===== config.mk =====
export PLATFORM = sky130hd
export DESIGN_NAME = prog_int_ctrl
export DESIGN_NICKNAME = d
export VERILOG_FILES = /design/src/rtl/prog_int_ctrl.sv
export SDC_FILE = /design/constraint.sdc
export NUM_CORES = 1
export LEC_CHECK = 0
export ABC_AREA = 1
export CORE_UTILIZATION = 40
export CTS_BUF_LIST = sky130_fd_sc_hd__clkbuf_2 sky130_fd_sc_hd__clkbuf_4 sky130_fd_sc_hd__clkbuf_8
export DETAILED_ROUTE_END_ITERATION = 8
export PLACE_DENSITY = 0.56
export SLEW_MARGIN = 0
export SYNTH_ARGS = -nofsm -noshare
export SYNTH_HDL_FRONTEND = slang
export SYNTH_SLANG_ARGS = --single-unit

===== constraint.sdc =====
create_clock -name clk -period 35.9 [get_ports clk]
set_input_delay 7.18 -clock clk [delete_from_list [all_inputs] [get_ports clk]]
set_output_delay 7.18 -clock clk [all_outputs]
set_load 0.01 [all_outputs]

===== src/rtl/prog_int_ctrl.sv =====
// prog_int_ctrl: programmable interrupt controller with fully nested priority,
// optional rotation, auto-EOI and a two-pulse acknowledge/vector handshake.
module prog_int_ctrl #(
    parameter int NUM_IRQ = 8,
    parameter int VEC_W   = 8
) (
    input  logic               clk,
    input  logic               reset_n,
    input  logic [NUM_IRQ-1:0] irq,
    input  logic               we,
    input  logic               re,
    input  logic [2:0]         addr,
    input  logic [31:0]        wdata,
    output logic [31:0]        rdata,
    input  logic               inta,
    output logic               int_out,
    output logic [VEC_W-1:0]   vec_out,
    output logic               vec_valid
);
    localparam int IDX_W = $clog2(NUM_IRQ);
    typedef enum logic [1:0] {IDLE, ACK1, ACK2} state_t;
    state_t state, state_nx;
    logic [NUM_IRQ-1:0] mask, trig, irr_e, isr, irq_q, cur_bit;
    logic [NUM_IRQ-1:0] irr_eff, req, req_e, eoi_bit, isr_e, ack_bit, ack_set, auto_bit;
    logic [VEC_W-1:0] vbase;
    logic [1:0] ctrl;
    logic [IDX_W-1:0] low_ptr, cur_idx, spec_idx, ns_idx, lp_e, ack_idx;
    logic rot, eoi, ack_ok, int_nx, do_ack, do_vec, unused;
    logic [31:0] rd_nx;
    int ns_r, ack_r;

    // rank 0 is the highest priority; in rotate mode channel low_ptr+1 gets rank 0
    function automatic int rank(input int i, input int lp, input logic rt);
        int r;
        r = i + NUM_IRQ - 1 - lp;
        return rt ? (r >= NUM_IRQ ? r - NUM_IRQ : r) : i;
    endfunction

    function automatic int top(input logic [NUM_IRQ-1:0] v, input int lp, input logic rt);
        int best;
        best = NUM_IRQ;
        for (int i = 0; i < NUM_IRQ; i++)
            if (v[i] && rank(i, lp, rt) < best) best = rank(i, lp, rt);
        return best;
    endfunction

    function automatic logic [IDX_W-1:0] chan(input int r, input int lp, input logic rt);
        int c;
        c = r + lp + 1;
        return IDX_W'(rt ? (c >= NUM_IRQ ? c - NUM_IRQ : c) : r);
    endfunction

    assign rot = ctrl[0];
    assign eoi = we && addr == 3'd4;
    assign spec_idx = wdata[IDX_W-1:0];
    assign irr_eff = (trig & irq_q & ~isr) | irr_e;
    assign req = irr_eff & ~mask;
    assign unused = ^wdata;

    // An EOI in the same cycle as an ack is applied first, so the ack sees isr_e/lp_e
    always_comb begin
        ns_r = top(isr, int'(low_ptr), rot);
        ns_idx = chan(ns_r, int'(low_ptr), rot);
        eoi_bit = !eoi ? '0 : wdata[8] ? (NUM_IRQ'(1) << spec_idx) & isr : (|isr ? NUM_IRQ'(1) << ns_idx : '0);
        isr_e = isr & ~eoi_bit;
        lp_e = (rot && |eoi_bit) ? (wdata[8] ? spec_idx : ns_idx) : low_ptr;
        req_e = ((trig & irq_q & ~isr_e) | irr_e) & ~mask;
        ack_r = top(req_e, int'(lp_e), rot);
        ack_ok = ack_r < top(isr_e, int'(lp_e), rot);
        ack_idx = ack_ok ? chan(ack_r, int'(lp_e), rot) : IDX_W'(NUM_IRQ - 1);
        ack_bit = ack_ok ? NUM_IRQ'(1) << ack_idx : '0;
    end

    always_ff @(posedge clk)
        state <= !reset_n ? IDLE : state_nx;

    always_comb begin
        state_nx = state;
        case (state)
            IDLE:    if (inta) state_nx = ACK1;
            ACK1:    if (inta) state_nx = ACK2;
            default: state_nx = IDLE;
        endcase
    end

    always_comb begin
        do_ack = state == IDLE && inta;
        do_vec = state == ACK1 && inta;
        int_nx = state == IDLE && !inta && top(req, int'(low_ptr), rot) < top(isr, int'(low_ptr), rot);
        ack_set = do_ack ? ack_bit : '0;
        auto_bit = do_vec && ctrl[1] ? isr_e & cur_bit : '0;
    end

    always_comb begin
        case (addr)
            3'd0:    rd_nx = 32'(mask);
            3'd1:    rd_nx = 32'(trig);
            3'd2:    rd_nx = 32'(vbase);
            3'd3:    rd_nx = 32'(ctrl);
            3'd5:    rd_nx = 32'(irr_eff);
            3'd6:    rd_nx = 32'(isr);
            default: rd_nx = '0;
        endcase
    end

    always_ff @(posedge clk) begin
        if (!reset_n) begin
            mask      <= '1;
            trig      <= '0;
            vbase     <= '0;
            ctrl      <= '0;
            irr_e     <= '0;
            isr       <= '0;
            irq_q     <= '0;
            low_ptr   <= IDX_W'(NUM_IRQ - 1);
            cur_idx   <= '0;
            cur_bit   <= '0;
            int_out   <= 1'b0;
            vec_out   <= '0;
            vec_valid <= 1'b0;
            rdata     <= '0;
        end else begin
            irq_q     <= irq;
            irr_e     <= ((irr_e & ~ack_set) | (irq & ~irq_q)) & ~trig;
            isr       <= (isr_e & ~auto_bit) | ack_set;
            low_ptr   <= (rot && |auto_bit) ? cur_idx : lp_e;
            int_out   <= int_nx;
            vec_valid <= do_vec;
            if (do_ack) begin
                cur_idx <= ack_idx;
                cur_bit <= ack_bit;
            end
            if (do_vec) vec_out <= vbase + VEC_W'(cur_idx);
            if (re) rdata <= rd_nx;
            if (we && addr == 3'd0) mask <= wdata[NUM_IRQ-1:0];
            if (we && addr == 3'd1) trig <= wdata[NUM_IRQ-1:0];
            if (we && addr == 3'd2) vbase <= wdata[VEC_W-1:0];
            if (we && addr == 3'd3) ctrl <= wdata[1:0];
        end
    end
endmodule

==> run metrics, run 1 <==
status completed; initial antenna violation count 0; post-route total power 382 uW; Clock Latency Late Sink 0.37 ns; # fillers 2624; Internal 211 uW; Die W 158 um; Synth top area share between 10% and 20%; most common library cell in the layout ignoring fill and taps nand2_1; Pwr per Cell Area 35.8 nW/um2; highest-delay cell along the critical path nand2_1; largest net degree at the start of global routing 52; WL final 28100 um; Worst Hold Class register to register; PostCTS Resize Cnt 0; vias per cell 5.02; Bufs and invs on worst path 20; CP Max Fanout 25; crit-path max cell delay 0.41 ns; antenna viol nets, final 0; CP startpoint ctrl[0]; commonest non-fill, non-tap cells in the layout 441 x nand2_1, 232 x inv_1, 120 x ha_1, 117 x nor2_1, 104 x o21ai_0; Synth area leader dfxtp_1; Final Hold Viols 0; Netlist Area Pre-Place 9680 um2; main combinational cell family by area after synthesis simple AND/OR/NAND/NOR gates; clock buffer depth 2; Comb pwr share 51.6%; layout cells sized above 1 under 10%; Leak ~5.6 nW; switch share 44.7%; final max-slew violation count 0; r2r startpoint ctrl[0]; Top delay family on crit path simple AND/OR/NAND/NOR gates; final setup fails 0; critical path class register to register; PortBufs 42; TNS Setup 0 ns; CTS buffer count 9; mux contribution to synthesized area 0%; FF+latch count, synth 84; crit path to irr_e[1]; FFs w/ async S/R, synth 0%; post-CTS setup buffer count 0; Crit. End Element register; CORE AREA 23600 um2; Reg2Reg Depth 142; CP Data Arrival Time ~21 ns; Cells after Synth 1566; R2R setup slack 14.73 ns; Simple-Gate Fraction of Synth Area 35.7%; Nets 1807; Slew headroom 44.0%; Sink Count 84; final worst path period need 21.17 ns; via count 9842; Reg clk slew, reported paths 0.08 ns; H-Tree Depth 3; die footprint about 25000 um2; crit share post-route 59.0%; placer congestion estimate 0.870; area grow syn2layout 10.4%; Psw 171 uW; Total GRT Usage a little under a quarter; Worst path depth 142; number of library cell types mapped by synthesis 52; reg-to-reg endpoint irr_e[1]; initial DRC count 584; total of max-cap violations 0; worst slew pin tran ~0.83 ns; RSZ-0062 raised after global routing no; XOR/XNOR Fraction of Synth Area 0.621%; CTS Hold Bufs 0; detailed placer's ending HPWL 22900 um; Fmax 47.2 MHz; drt drc 0; register area share after synthesis 17.4%; number of enable flip-flop cells after synthesis 0; Primary FF master, synth dfxtp_1; compound-gate portion of the synthesized area approximately 17%; final cell count without fillers a little under 2000; grt total ovfl 0; Critical Path Most Common Cell nand2_1; clock tree from TritonCTS done; Clk pwr share 20.3%; CTS root buffer clkbuf_8; CP Launch Type register; First-pass DRT Iterations 5; vias in the first global route ~8800; CP required around 36 ns; ANT cells 0; first-pass GRT wire length between 40000 and 50000 um; Die H 158 um; Initial Util 41.0%; Synth Warn # 0; post-synthesis adder-cell area fraction around 16%; largest cells by area after synthesis dfxtp_1 17%, nand2_1 17%, ha_1 16%; Worst VDD drop 0.0000313 V; routed len/inst 14.3 um; row count between 50 and 60; num ports 90; Reg power frac roughly 28%; clk_skew 0.00525 ns; dpl cells 1944; average cell area after synthesis between 6 and 7 um2
final cells by class:
cell class	instances	area, um2	area share (%)
clock buffers	11	151	1.42
clock inverters	4	72.6	0.679
inverters	250	938	8.78
multi-input cells	1243	6980	65.3
flip-flops and latches	84	1680	15.7
well taps	319	399	3.74
repair buffers	48	465	4.36
synth_stat cells, types with 8 or more instances:
master	n
nor2_2	10
nand2_2	61
a31oi_1	9
nor2_1	117
o21ai_1	8
o21bai_1	8
ha_1	120
a21oi_1	92
nand3_1	90
o21ai_0	104
buf_4	26
dfxtp_1	84
a2111oi_0	9
clkbuf_1	14
inv_1	232
nand2_1	441
nand2_4	20
inv_2	14
o211ai_1	12
worst register-to-register path: cells and delay by family, from the launching register on:
| kind | cells | cell delay [ns] |
|---|---|---|
| buffers and inverters | 20 | 2.12 |
| AND/OR/NAND/NOR | 84 | 8.71 |
| flip-flops | 1 | 0.31 |
| XOR/XNOR | 1 | 0.22 |
| AO/OA/AOI/OAI | 19 | 4.57 |
| adder cells (fa/ha/maj) | 18 | 5.12 |
per-stage QoR:
step                      util [%]  cell area (um2)  setup WS, ns  hold WS, ns
after CTS                     45.2            10700         14.73        0.470
after detailed placement      44.3            10500         14.80        0.457
after global routing          45.2            10700         12.60        0.485
after global placement        44.3            10500         15.11        0.447
after floorplan                  -             9900         17.80        0.434
final                         45.2            10700         14.73        0.468
worst min-delay path by stage:
| stage | start | end | slack, ns | cells past startpoint |
|---|---|---|---|---|
| finish | rdata[3] | rdata[3] | 0.47 | 2 |
| CTS | cur_bit[3] | cur_bit[3] | 0.47 | 2 |
| detailed placement | cur_bit[3] | cur_bit[3] | 0.46 | 2 |
| global placement | irr_e[0] | irr_e[0] | 0.45 | 2 |
| global route | irr_e[0] | irr_e[0] | 0.48 | 2 |
| floorplan | irr_e[0] | irr_e[0] | 0.43 | 2 |
cells by family (layout without fill, tap and decap cells):
| family | Yosys count | count (layout) |
|---|---|---|
| AND/OR/NAND/NOR | 770 | 770 |
| buffers and inverters | 298 | 313 |
| AO/OA/AOI/OAI | 284 | 284 |
| adder cells (fa/ha/maj) | 123 | 123 |
| flip-flops | 84 | 84 |
| XOR/XNOR | 6 | 6 |
| other | 1 | 60 |
power by group through the flow:
stage | combinational [mW] | sequential (mW) | clock [mW]
floorplan | 0.155 | 0.107 | 0
CTS | 0.197 | 0.107 | 0.0783
detailed placement | 0.196 | 0.109 | 0
global placement | 0.194 | 0.109 | 0
global route | 0.228 | 0.108 | 0.0817
finish | 0.197 | 0.107 | 0.0775
routing by layer:
metal	share of wire, %	track usage (%)	vias to the layer above
met5	0	0	-
met4	2.0	6.66	0
met3	4.0	1.51	32
met2	44	37.5	209
met1	50	33.3	4467
li1	-	-	5134
registers in the layout, summed over array words and instances (netlist names):
name and flops:
vec_out 8, ctrl 2, mask 8, low_ptr 3
rdata 8, isr 8, cur_idx 3, vec_valid 1
irr_e 8, trig 8, state 2, irq_q 8
int_out 1, vbase 8, cur_bit 8
Note: power is estimated with default switching activity, not from simulation.
==> run 2, diff against run 1 <==
--- a/config.mk
+++ b/config.mk
@@ -9,7 +9,7 @@
 export CORE_UTILIZATION = 40
 export CTS_BUF_LIST = sky130_fd_sc_hd__clkbuf_2 sky130_fd_sc_hd__clkbuf_4 sky130_fd_sc_hd__clkbuf_8
 export DETAILED_ROUTE_END_ITERATION = 8
-export PLACE_DENSITY = 0.56
+export PLACE_DENSITY = 0.58
 export SLEW_MARGIN = 0
 export SYNTH_ARGS = -nofsm -noshare
 export SYNTH_HDL_FRONTEND = slang
==> constraint.sdc (replaced) <==
create_clock -name clk -period 17.83 [get_ports clk]
set_input_delay 3.566 -clock clk [delete_from_list [all_inputs] [get_ports clk]]
set_output_delay 3.566 -clock clk [all_outputs]
set_load 0.01 [all_outputs]
==> run metrics, run 2 (synthesized netlist as in run 1, its figures left out) <==
grt total ovfl 0 (unchanged); CORE AREA 23600 um2 (unchanged); CP Data Arrival Time 18.07 ns (-3.36 ns); H-Tree Depth 3 (unchanged); routed len/inst 14.2 um (-0.64%); WHS 0.471 ns (+0.00228 ns); most common library cell in the layout ignoring fill and taps nand2_1; row count 56 (unchanged); clock tree from TritonCTS done; final cell count without fillers 2227 (+14%); Worst Hold Class register to register; CTS root buffer clkbuf_8; Initial Util 41.0% (unchanged); TNS Setup 0 ns (unchanged); final setup fails 0 (unchanged); Slew headroom 29.9% (-14 points); drt drc 0 (unchanged); Nets 2074 (+15%); final core utilization 58.9% (+14 points); post-route total power 944 uW (+150%); Reg2Reg Depth 153 (+7.7%); clock buffer depth 2 (unchanged); Reg clk slew, reported paths 0.09 ns (about the same); largest net degree at the start of global routing 52 (unchanged); CTS buffer count 9 (unchanged); first-pass GRT wire length 49500 um (+9.9%); final worst path period need 17.81 ns (-3.36 ns); highest-delay cell along the critical path dfxtp_2; commonest non-fill, non-tap cells in the layout 388 x nand2_1, 256 x buf_4, 213 x inv_1, 104 x nor2_1, 95 x nand2_2; vias in the first global route 10124 (+16%); Crit. End Element register; Clock Latency Late Sink 0.37 ns (about the same); crit share post-route 99.9% (+41 points); vias per cell 4.90 (-2.6%); Sink Count 84 (unchanged); worst hold start cur_bit[5]; Worst Hold Path EP cur_bit[5]; initial antenna violation count 0 (unchanged); PortBufs 42 (unchanged); r2r startpoint low_ptr[1]; R2R setup slack 0.02 ns (-14.71 ns); Pwr per Cell Area 67.8 nW/um2 (+90%); reg-to-reg endpoint irr_e[0]; area grow syn2layout 43.8%; dpl cells 2153 (+11%); detailed placer's ending HPWL 24400 um (+6.2%); CP Launch Type register; initial DRC count 641 (+9.8%); via count 10902 (+11%); Total GRT Usage 25.5% (+2.2 points); Die H 158 um (unchanged); Die W 158 um (unchanged); Leak 6.97 nW (+24%); antenna viol nets, final 0 (unchanged); final max-slew violation count 0 (unchanged); num ports 90 (unchanged); critical path class register to register; crit-path max cell delay 0.36 ns (-0.05 ns); Final Hold Viols 0 (unchanged); Worst VDD drop 0.0000567 V (+81%); First-pass DRT Iterations 5 (unchanged); Critical Path Most Common Cell nand2_2; worst slew pin tran 1.04 ns (+0.209 ns); hold path depth 2 (unchanged); RSZ-0062 raised after global routing yes; die footprint 24800 um2 (unchanged); CP Max Fanout 7 (-72%); ANT cells 0 (unchanged); total of max-cap violations 0 (unchanged); placer congestion estimate 0.921 (+5.9%); Fmax 56.1 MHz (+19%); WL final 31700 um (+13%); layout cells sized above 1 31.1% (+22 points); CP required 18.09 ns (-18.07 ns); clk_skew 0.0133 ns (+0.00803 ns); status completed
run 2: metal layers:
metal | global-route usage, % | vias to the layer above | wire (um)
li1 | - | 5663 | -
met1 | 33.1 | 4985 | 14800
met2 | 43.6 | 210 | 14900
met3 | 3.00 | 44 | 1260
met4 | 8.23 | 0 | 692
met5 | 0 | - | 0
run 2: how the worst max path moves through the flow:
stage / cells past startpoint / startpoint / slack (ns) / end
3_3_place_gp: 144 / low_ptr[1] / -1.06 / isr[0]
6_report: 153 / low_ptr[1] / 0.02 / irr_e[0]
3_5_place_dp: 146 / low_ptr[1] / -1.40 / isr[0]
4_1_cts: 157 / low_ptr[1] / 0.009 / irr_e[0]
2_1_floorplan: 142 / low_ptr[2] / 0.001 / irr_e[1]
5_1_grt: 149 / low_ptr[1] / -1.26 / isr[2]
run 2: critical path: cells and delay by family (launching register included):
family	cells	cell delay, ns
XOR/XNOR	1	0.18
AO/OA/AOI/OAI	19	3.11
flip-flops	1	0.36
adder cells (fa/ha/maj)	20	4.68
AND/OR/NAND/NOR	91	7.65
buffers and inverters	22	1.68
run 2: what timing repair did:
action                     CTS  global route
pin swaps                   61           123
buffers inserted            31            27
resized for setup          127           153
cloned                       1             0
setup endpoints to repair   27            27
hold buffers                 0             0
run 2: stage by stage:
step	worst slack, ns	cell area, um2
4_1_cts	0.00946	13000
3_5_place_dp	-1.40	12000
6_report	0.0191	13900
5_1_grt	-1.26	13900
3_3_place_gp	-1.06	12000
2_1_floorplan	0.00146	9910
run 2: cell type report:
class | instances | area (um2)
clock inverters | 7 | 77.6
flip-flops and latches | 84 | 1690
clock buffers | 9 | 124
repair buffers | 314 | 2520
fillers | 2267 | 9700
multi-input cells | 1244 | 8160
well taps | 319 | 399
inverters | 250 | 948
run 2: report_power, final:
group	switching [mW]	internal, mW	leakage (nW)
clock network	0.0755	0.0651	0.0877
logic	0.325	0.264	6.20
registers	0.0121	0.202	0.685
total	0.412	0.531	6.97
==> run 3, diff against run 2 <==
--- a/config.mk
+++ b/config.mk
@@ -6,6 +6,7 @@
 export NUM_CORES = 1
 export LEC_CHECK = 0
 export ABC_AREA = 1
+export CAP_MARGIN = 20
 export CORE_UTILIZATION = 40
 export CTS_BUF_LIST = sky130_fd_sc_hd__clkbuf_2 sky130_fd_sc_hd__clkbuf_4 sky130_fd_sc_hd__clkbuf_8
 export DETAILED_ROUTE_END_ITERATION = 8
==> results of run 3 <==
Final layout, timing and power as in run 2 (identical DEF).
